--- src/rtl/misty1_host_if.sv ---
// Host adapter for the one-round MISTY1 macro: assembles key/data from 32-bit writes,
// sequences key schedule and block processing, and exposes the result as 32-bit reads.
module misty1_host_if #(
  parameter int TIMEOUT = 255
) (
  input  logic         clk,
  input  logic         nreset,
  input  logic         wr_en,
  input  logic [2:0]   wr_addr,
  input  logic [31:0]  wr_data,
  input  logic         cmd_valid,
  input  logic [1:0]   cmd,
  output logic         cmd_ready,
  input  logic         rd_sel,
  output logic [31:0]  rd_data,
  output logic         result_valid,
  output logic         key_loaded,
  output logic         err,
  output logic [127:0] core_key_in,
  output logic [63:0]  core_data_in,
  output logic         core_key_rdy,
  output logic         core_data_rdy,
  output logic         core_en_de,
  input  logic [63:0]  core_data_out,
  input  logic         core_data_valid,
  input  logic         core_key_valid,
  input  logic         core_busy
);

  // state     | meaning
  // IDLE      | accepts host writes and commands
  // KEY_REQ   | one-cycle core_key_rdy strobe
  // KEY_WAIT  | waiting for core_key_valid, watchdog running
  // DATA_REQ  | one-cycle core_data_rdy strobe, mode held
  // DATA_WAIT | waiting for core_data_valid, watchdog running
  typedef enum logic [2:0] {
    IDLE      = 3'd0,
    KEY_REQ   = 3'd1,
    KEY_WAIT  = 3'd2,
    DATA_REQ  = 3'd3,
    DATA_WAIT = 3'd4
  } state_t;

  // Abort fires on the TIMEOUT-th wait cycle; the counter holds cycles already spent.
  localparam logic [7:0] WD_LAST = 8'(TIMEOUT - 1);

  state_t       state;
  state_t       state_next;
  logic [127:0] key_reg;
  logic [63:0]  data_reg;
  logic [63:0]  result_reg;
  logic [7:0]   wd;
  logic         mode_reg;

  logic accept;
  logic in_idle;
  logic key_wr;
  logic data_wr;
  logic wd_clr;
  logic wd_inc;
  logic set_err;
  logic clr_err;
  logic set_kl;
  logic clr_kl;
  logic latch_mode;
  logic clr_rv;
  logic capture;

  assign in_idle   = (state == IDLE);
  assign cmd_ready = in_idle & ~core_busy;
  assign accept    = cmd_valid & cmd_ready;
  assign key_wr    = wr_en & in_idle & ~wr_addr[2];
  assign data_wr   = wr_en & in_idle & (wr_addr[2:1] == 2'b10);

  always_ff @(posedge clk) begin
    if (!nreset) begin
      state <= IDLE;
    end else begin
      state <= state_next;
    end
  end

  always_comb begin
    state_next    = state;
    core_key_rdy  = 1'b0;
    core_data_rdy = 1'b0;
    wd_clr        = 1'b0;
    wd_inc        = 1'b0;
    set_err       = 1'b0;
    clr_err       = 1'b0;
    set_kl        = 1'b0;
    clr_kl        = 1'b0;
    latch_mode    = 1'b0;
    clr_rv        = 1'b0;
    capture       = 1'b0;
    case (state)
      IDLE: begin
        if (accept) begin
          clr_err = 1'b1;
          case (cmd)
            2'd0: state_next = KEY_REQ;
            2'd1, 2'd2: begin
              // key_loaded is the pre-write value, so a same-cycle key write does not help
              if (key_loaded) begin
                state_next = DATA_REQ;
                latch_mode = 1'b1;
                clr_rv     = 1'b1;
              end else begin
                set_err = 1'b1;
              end
            end
            default: set_err = 1'b1;
          endcase
        end
      end
      KEY_REQ: begin
        core_key_rdy = 1'b1;
        wd_clr       = 1'b1;
        state_next   = KEY_WAIT;
      end
      KEY_WAIT: begin
        if (core_key_valid) begin
          set_kl     = 1'b1;
          state_next = IDLE;
        end else if (wd == WD_LAST) begin
          set_err    = 1'b1;
          clr_kl     = 1'b1;
          state_next = IDLE;
        end else begin
          wd_inc = 1'b1;
        end
      end
      DATA_REQ: begin
        core_data_rdy = 1'b1;
        wd_clr        = 1'b1;
        state_next    = DATA_WAIT;
      end
      DATA_WAIT: begin
        if (core_data_valid) begin
          capture    = 1'b1;
          state_next = IDLE;
        end else if (wd == WD_LAST) begin
          set_err    = 1'b1;
          state_next = IDLE;
        end else begin
          wd_inc = 1'b1;
        end
      end
      default: state_next = IDLE;
    endcase
  end

  always_ff @(posedge clk) begin
    if (!nreset) begin
      key_reg  <= '0;
      data_reg <= '0;
    end else begin
      if (key_wr) begin
        case (wr_addr[1:0])
          2'd0:    key_reg[127:96] <= wr_data;
          2'd1:    key_reg[95:64]  <= wr_data;
          2'd2:    key_reg[63:32]  <= wr_data;
          default: key_reg[31:0]   <= wr_data;
        endcase
      end
      if (data_wr) begin
        if (wr_addr[0]) begin
          data_reg[31:0] <= wr_data;
        end else begin
          data_reg[63:32] <= wr_data;
        end
      end
    end
  end

  always_ff @(posedge clk) begin
    if (!nreset) begin
      wd <= '0;
    end else if (wd_clr) begin
      wd <= '0;
    end else if (wd_inc) begin
      wd <= wd + 8'd1;
    end
  end

  always_ff @(posedge clk) begin
    if (!nreset) begin
      result_reg   <= '0;
      result_valid <= 1'b0;
      key_loaded   <= 1'b0;
      err          <= 1'b0;
      mode_reg     <= 1'b0;
    end else begin
      if (capture) begin
        result_reg <= core_data_out;
      end
      if (capture) begin
        result_valid <= 1'b1;
      end else if (clr_rv) begin
        result_valid <= 1'b0;
      end
      if (set_kl) begin
        key_loaded <= 1'b1;
      end else if (clr_kl || key_wr) begin
        key_loaded <= 1'b0;
      end
      if (set_err) begin
        err <= 1'b1;
      end else if (clr_err) begin
        err <= 1'b0;
      end
      if (latch_mode) begin
        mode_reg <= cmd[1];
      end
    end
  end

  assign core_key_in  = key_reg;
  assign core_data_in = data_reg;
  assign core_en_de   = mode_reg;
  assign rd_data      = rd_sel ? result_reg[31:0] : result_reg[63:32];

endmodule

--- config.mk ---
export PLATFORM = sky130hd
export DESIGN_NAME = misty1_host_if
export DESIGN_NICKNAME = d
export VERILOG_FILES = /design/src/rtl/misty1_host_if.sv
export SDC_FILE = /design/constraint.sdc
export NUM_CORES = 1
export LEC_CHECK = 0
export BUFFER_PORTS_ARGS = -buffer_cell sky130_fd_sc_hd__buf_4
export CORE_MARGIN = 1.5
export CORE_UTILIZATION = 50
export DETAILED_ROUTE_END_ITERATION = 8
export HOLD_SLACK_MARGIN = 0.15
export PLACE_DENSITY = 0.79
export RECOVER_POWER = 100
export SYNTH_ARGS = -nofsm -noshare
export SYNTH_HDL_FRONTEND = slang
export SYNTH_SLANG_ARGS = --single-unit
export TNS_END_PERCENT = 30
--- constraint.sdc ---
create_clock -name clk -period 3 [get_ports clk]
set_input_delay 0.15 -clock clk [delete_from_list [all_inputs] [get_ports clk]]
set_output_delay 0.15 -clock clk [all_outputs]
set_load 0.01 [all_outputs]
* After elaboration in Yosys (flattened, before gate mapping)
Cells that the tools add are included.
** Storage, ports and cells
- Register bits after elaboration :: 271
- Bits of input ports :: 109
- Word-level logic and storage cells :: 94
** Operators by class
- $add $sub $neg :: 1
- Equality and inequality tests :: 13
- Multiplexer cells :: 39
- Bitwise operators :: 10
- Reductions and logical operators :: 18
** Operators by type and width (number)
- 32-bit two-way mux :: 1
- 1-bit two-way mux :: 28
- 3-bit two-way mux :: 5
- 3-bit one-hot mux with 5 select lines :: 1
- 2-bit AND reduction :: 6
- 8-bit by 1-bit adder with 8-bit output, second input constant :: 1
- 8-bit equality test, second input constant :: 1
- 2-bit equality test, second input constant :: 3
- 3-bit by 2-bit equality test with 1-bit output, second input constant :: 2
- 3-bit one-hot mux with 2 select lines :: 1
- 2-bit nonzero test :: 3
- 2-bit OR reduction :: 3
- 1-bit bitwise AND :: 5
- 1-bit NOT :: 5
- 2-bit by 1-bit equality test with 1-bit output, second input constant :: 2
- 2-bit logical NOT :: 2
- 1-bit one-hot mux with 2 select lines :: 2
- 3-bit by 1-bit equality test with 1-bit output, second input constant :: 1
- 3-bit equality test, second input constant :: 1
- 3-bit logical NOT :: 1
- 3-bit by 1-bit inequality test with 1-bit output, second input constant :: 1
- 3-bit inequality test, second input constant :: 1
- 1-bit one-hot mux with 3 select lines :: 1
- 3-bit AND reduction :: 1
- other kinds (3) :: 3

* Depth between registers and ports, before layout
- Word-level depth :: 7
- Depth in mapped cells :: 7

* Least setup slack after synthesis
OpenSTA, ideal clock, no wires.
- Kind :: register -> register
- Start point :: register state[2]
- End point :: register err
- Setup time :: 115 ps
- Arrival time :: 1493 ps
- Data required time :: 2885 ps
- Setup slack :: 1392 ps
- Stages on the path, launching flop included :: 6
- Period minus slack after synthesis :: 1608 ps
- Path through :: dfxtp_1 > buf_6 > or3_1 > or2_1 > mux2_2 > o21a_1
** On the way
- Word-level cells in the longest chain between the ends :: 6
** RTL lines
- start, declared :: RTL line 47 : state_t state;
- start signal, assigned :: RTL line 79 : state <= state_next;
- 3-bit logical NOT :: RTL line 69, 96
- 1-bit bitwise AND :: RTL line 70 : assign cmd_ready = in_idle & ~core_busy;
- 1-bit bitwise AND :: RTL line 71 : assign accept = cmd_valid & cmd_ready;
- 1-bit two-way mux :: RTL line 98 : if (accept) begin
- 1-bit one-hot mux with 3 select lines / 1-bit two-way mux (equally long branches) :: RTL line 96 : case (state)
- 1-bit two-way mux / 2-bit nonzero test (equally long branches)
- end signal, assigned :: RTL line 191 : err <= 1'b0;
- end signal, assigned :: RTL line 208 : err <= 1'b1;
- end signal, assigned :: RTL line 210 : err <= 1'b0;
- end, declared :: RTL line 18 : output logic err,
Parallel ways exist; a longest one is shown, timed or not.
A chain may end at the register's enable or synchronous reset.

* Worst setup path after layout
- Start point :: register state[1]
- End point :: register result_reg[47]
** On the way
- Word-level cells in the longest chain between the ends :: 2
** RTL lines
- 3-bit equality test :: RTL line 96
- 1-bit two-way mux :: RTL line 96
- end signal, assigned :: RTL line 195 : result_reg <= core_data_out;
- end, declared :: RTL line 51 : logic [63:0] result_reg;
Every way passes these cells.

==> out/qor.txt <==
Status - completed
CP Capture Type - register
Least-Margin Pin Slew - 1.117 ns
Cell variety after synth - 37
CTS root buf - clkbuf_16
Fmax - 371.2 MHz
Clk pin slew, worst setup/hold paths - 0.06 ns
Post-Synth XOR/XNOR Area - 0.0008363
Critical Path AT - 3.17 ns
Cell Chain, Critical Path - nor2_1 -> and3_2 -> clkbuf_1 -> nand2_1 -> a21boi_0 -> dlygate4sd3_1
Post-layout nets - 1770
Flop pwr share - 0.460
Max reg flops - 128
Setup Skew - 0.01284 ns
Synthesized flop and latch total - 271
Cell count after synthesis - 1231
Hold Path Class - input port to register
DR vias/cell - 5.260
Die Ht - 147.7 um
GPL Wtd Cong - 0.8200
Total gr overflow - 0
Cts bufs inserted - 28
Post-DRT Antenna Nets - 0
DRT Pass-1 Iters - 4
Die Span X - 147.7 um
Final Worst Setup Slack - 0.3059 ns
DRC Markers - 0
Antenna violations before repair - 0
First-pass GRT wire length - 54400 um
CTS H-tree depth - 1
Asr flop ratio synth - 0
Complex-gate fraction of the synthesized area - 0.1826
Setup Fix Bufs, Post-CTS - 0
Pwr dens - 548.9 nW/um2
Clock Power Share - 0.463
Share of cells above drive strength 1 - 0.1286
DRT Wirelength - 35160 um
I/O pin count - 340
DP Wirelength - 21990 um
Fin crit share - 0.8980
Post-synthesis adder-cell area fraction - 0.003584
Synth warn - 0
Leak pwr - 5.378 nW
Finished Cell Area - 14590 um2
Placed cell area - 13160 um2
Power Total - 8.008 mW
Unrepaired setup endpoints after global routing - no
Final Max Tran Viols - 0
Mux contribution to synthesized area - 0.03644
Crit path max-delay family - buffers and inverters
CTS Sinks - 271
Max Root-Sink Buffers - 3
Hold Vio Cnt, Final - 0
Internal power - 6.234 mW
Port buffer count - 339
Max rail drop VDD - 0.4385 mV
Vias in the first global route - 10160
Largest family of logic cells by synthesized area - simple AND/OR/NAND/NOR gates
Gate power share - 0.077
CP peak stage delay - 0.60 ns
Post-layout util - 0.7165
CP required - 3.48 ns
Slew margin rel. - 0.2556
Sw frac - 0.2215
Slowest CP cell - and3_2
Row count - 52
Post-synthesis sequential area ratio - 0.5180
Number of enable flip-flop cells after synthesis - 0
Fin Setup TNS - 0 ns
Max Cap Viol - 0
CTS tree - yes
Crit Path Max Fanout - 28
Worst skew pair latency - 0.54 ns
Net Switching - 1.774 mW
Final Setup Violations - 0
Post-synth net total - 1343
DR WL/cell - 18.03 um
Pre-CTS WS - 0.8365 ns
CP Launch Type - register
Crit path buffers/inverters - 2
Mean Syn Cell Area - 8.507 um2
GR Util All Layers - 0.3141
Post-CTS sizing - 0
Crit Path Category - register to register
Most used DFF post-synth - dfxtp_1
Fin crit period - 2.694 ns
First DRT Iteration DRCs - 520
Post-synthesis simple-gate area fraction - 0.2142
Full die area - 21820 um2
Largest net degree at the start of global routing - 92
Diodes inserted - 0
Vias - 10260
Mapped Area - 10470 um2
Area grow syn2layout - 39.32%
Core area - 20360 um2
Initial Utilization - 0.5143
## repair_timing
action                                 in CTS  in global routing
hold buffers                              132                  0
endpoints found under the hold margin     261                  0
setup endpoints to repair                   0                  0
## cell usage in the layout, fill, tap and decap left out, drive strengths merged, types with 2 or more instances in the layout
cell | netlist | routed
a21boi | 195 | 195
a21oi | 9 | 9
and2 | 3 | 3
and3 | 6 | 6
buf | 39 | 125
bufinv | 0 | 4
clkbuf | 56 | 278
clkinv | 0 | 4
dfxtp | 271 | 271
dlygate4sd3 | 0 | 132
ha | 3 | 3
inv | 9 | 9
mux2 | 33 | 33
nand2 | 420 | 420
nand2b | 2 | 2
nand3 | 73 | 73
nand4 | 3 | 3
nor2 | 9 | 9
nor2b | 3 | 3
nor4b | 3 | 3
o21ai | 73 | 73
o31ai | 2 | 2
or2 | 3 | 3
or3 | 6 | 6
or4 | 2 | 2
## stage by stage
step	hold slack, ns	std cells
after floorplan	0.2848	1231
after global routing	0.2923	1950
after CTS	0.2163	1950
final	0.2346	1950
after global placement	0.4110	1766
after detailed placement	0.4199	1766
## routing by layer
metal | vias up | wire [um] | global-route usage | part of all wire
met5 | - | 0 | 0 | 0
met2 | 449 | 17100 | 0.5554 | 0.49
met1 | 4787 | 13620 | 0.3636 | 0.39
met3 | 91 | 2960 | 0.07407 | 0.084
met4 | 0 | 1481 | 0.1300 | 0.042
li1 | 4930 | - | - | -
## synth_stat cells (3+ instances only)
cell,instances,area [um2]
a21boi_0,76,570.6
a21boi_1,119,893.4
a21oi_1,9,45.04
and2_1,3,18.77
and3_1,6,37.54
buf_1,12,45.04
buf_2,14,70.07
buf_4,11,82.58
clkbuf_1,56,210.2
dfxtp_1,271,5425
ha_1,3,37.54
inv_1,9,33.78
mux2_2,33,371.6
nand2_1,420,1577
nand3_1,73,365.4
nor2_1,9,33.78
nor2b_1,3,18.77
o21ai_0,73,365.4
or3_1,6,37.54
## worst paths after layout
path,from,to,slack [ns],cells past startpoint
worst max-delay path,state[1],result_reg[47],0.31,6
worst min-delay path,wr_addr[0],core_data_in[0],0.23,5
worst max register to register,state[1],result_reg[47],0.31,6
worst min register to register,core_data_in[33],core_data_in[33],0.45,2
## kinds of logic (layout without fill, tap and decap cells)
kind of cell | count (synthesis) | count (layout)
fa+ha+maj | 3 | 3
compound gates | 282 | 282
mux | 34 | 34
simple gates | 536 | 536
buf+inv | 104 | 553
flops | 271 | 271
xor+xnor | 1 | 1
## final cells by class
type	instances	area [um2]
fillers	1692	5774
flip-flops and latches	271	5425
multi-input cells	856	4579
repair buffers	492	3218
clock buffers	43	848.3
well taps	270	337.8
clock inverters	9	147.6
inverters	9	33.78
## worst register-to-register path: stages (launching register included)
cell	delay [ns]
dfxtp_1	0.39
nor2_1	0.20
and3_2	0.60
clkbuf_1	0.52
nand2_1	0.13
a21boi_0	0.22
dlygate4sd3_1	0.57
## power by group through the flow
stage | sequential, mW | clock (mW) | combinational [mW]
after floorplan | 3.79 | 0 | 0.213
after global placement | 3.77 | 0 | 0.538
after detailed placement | 3.77 | 0 | 0.541
after CTS | 3.69 | 3.74 | 0.654
after global routing | 3.69 | 3.90 | 0.658
final | 3.69 | 3.71 | 0.614
Power figures use the tool's default switching activity.
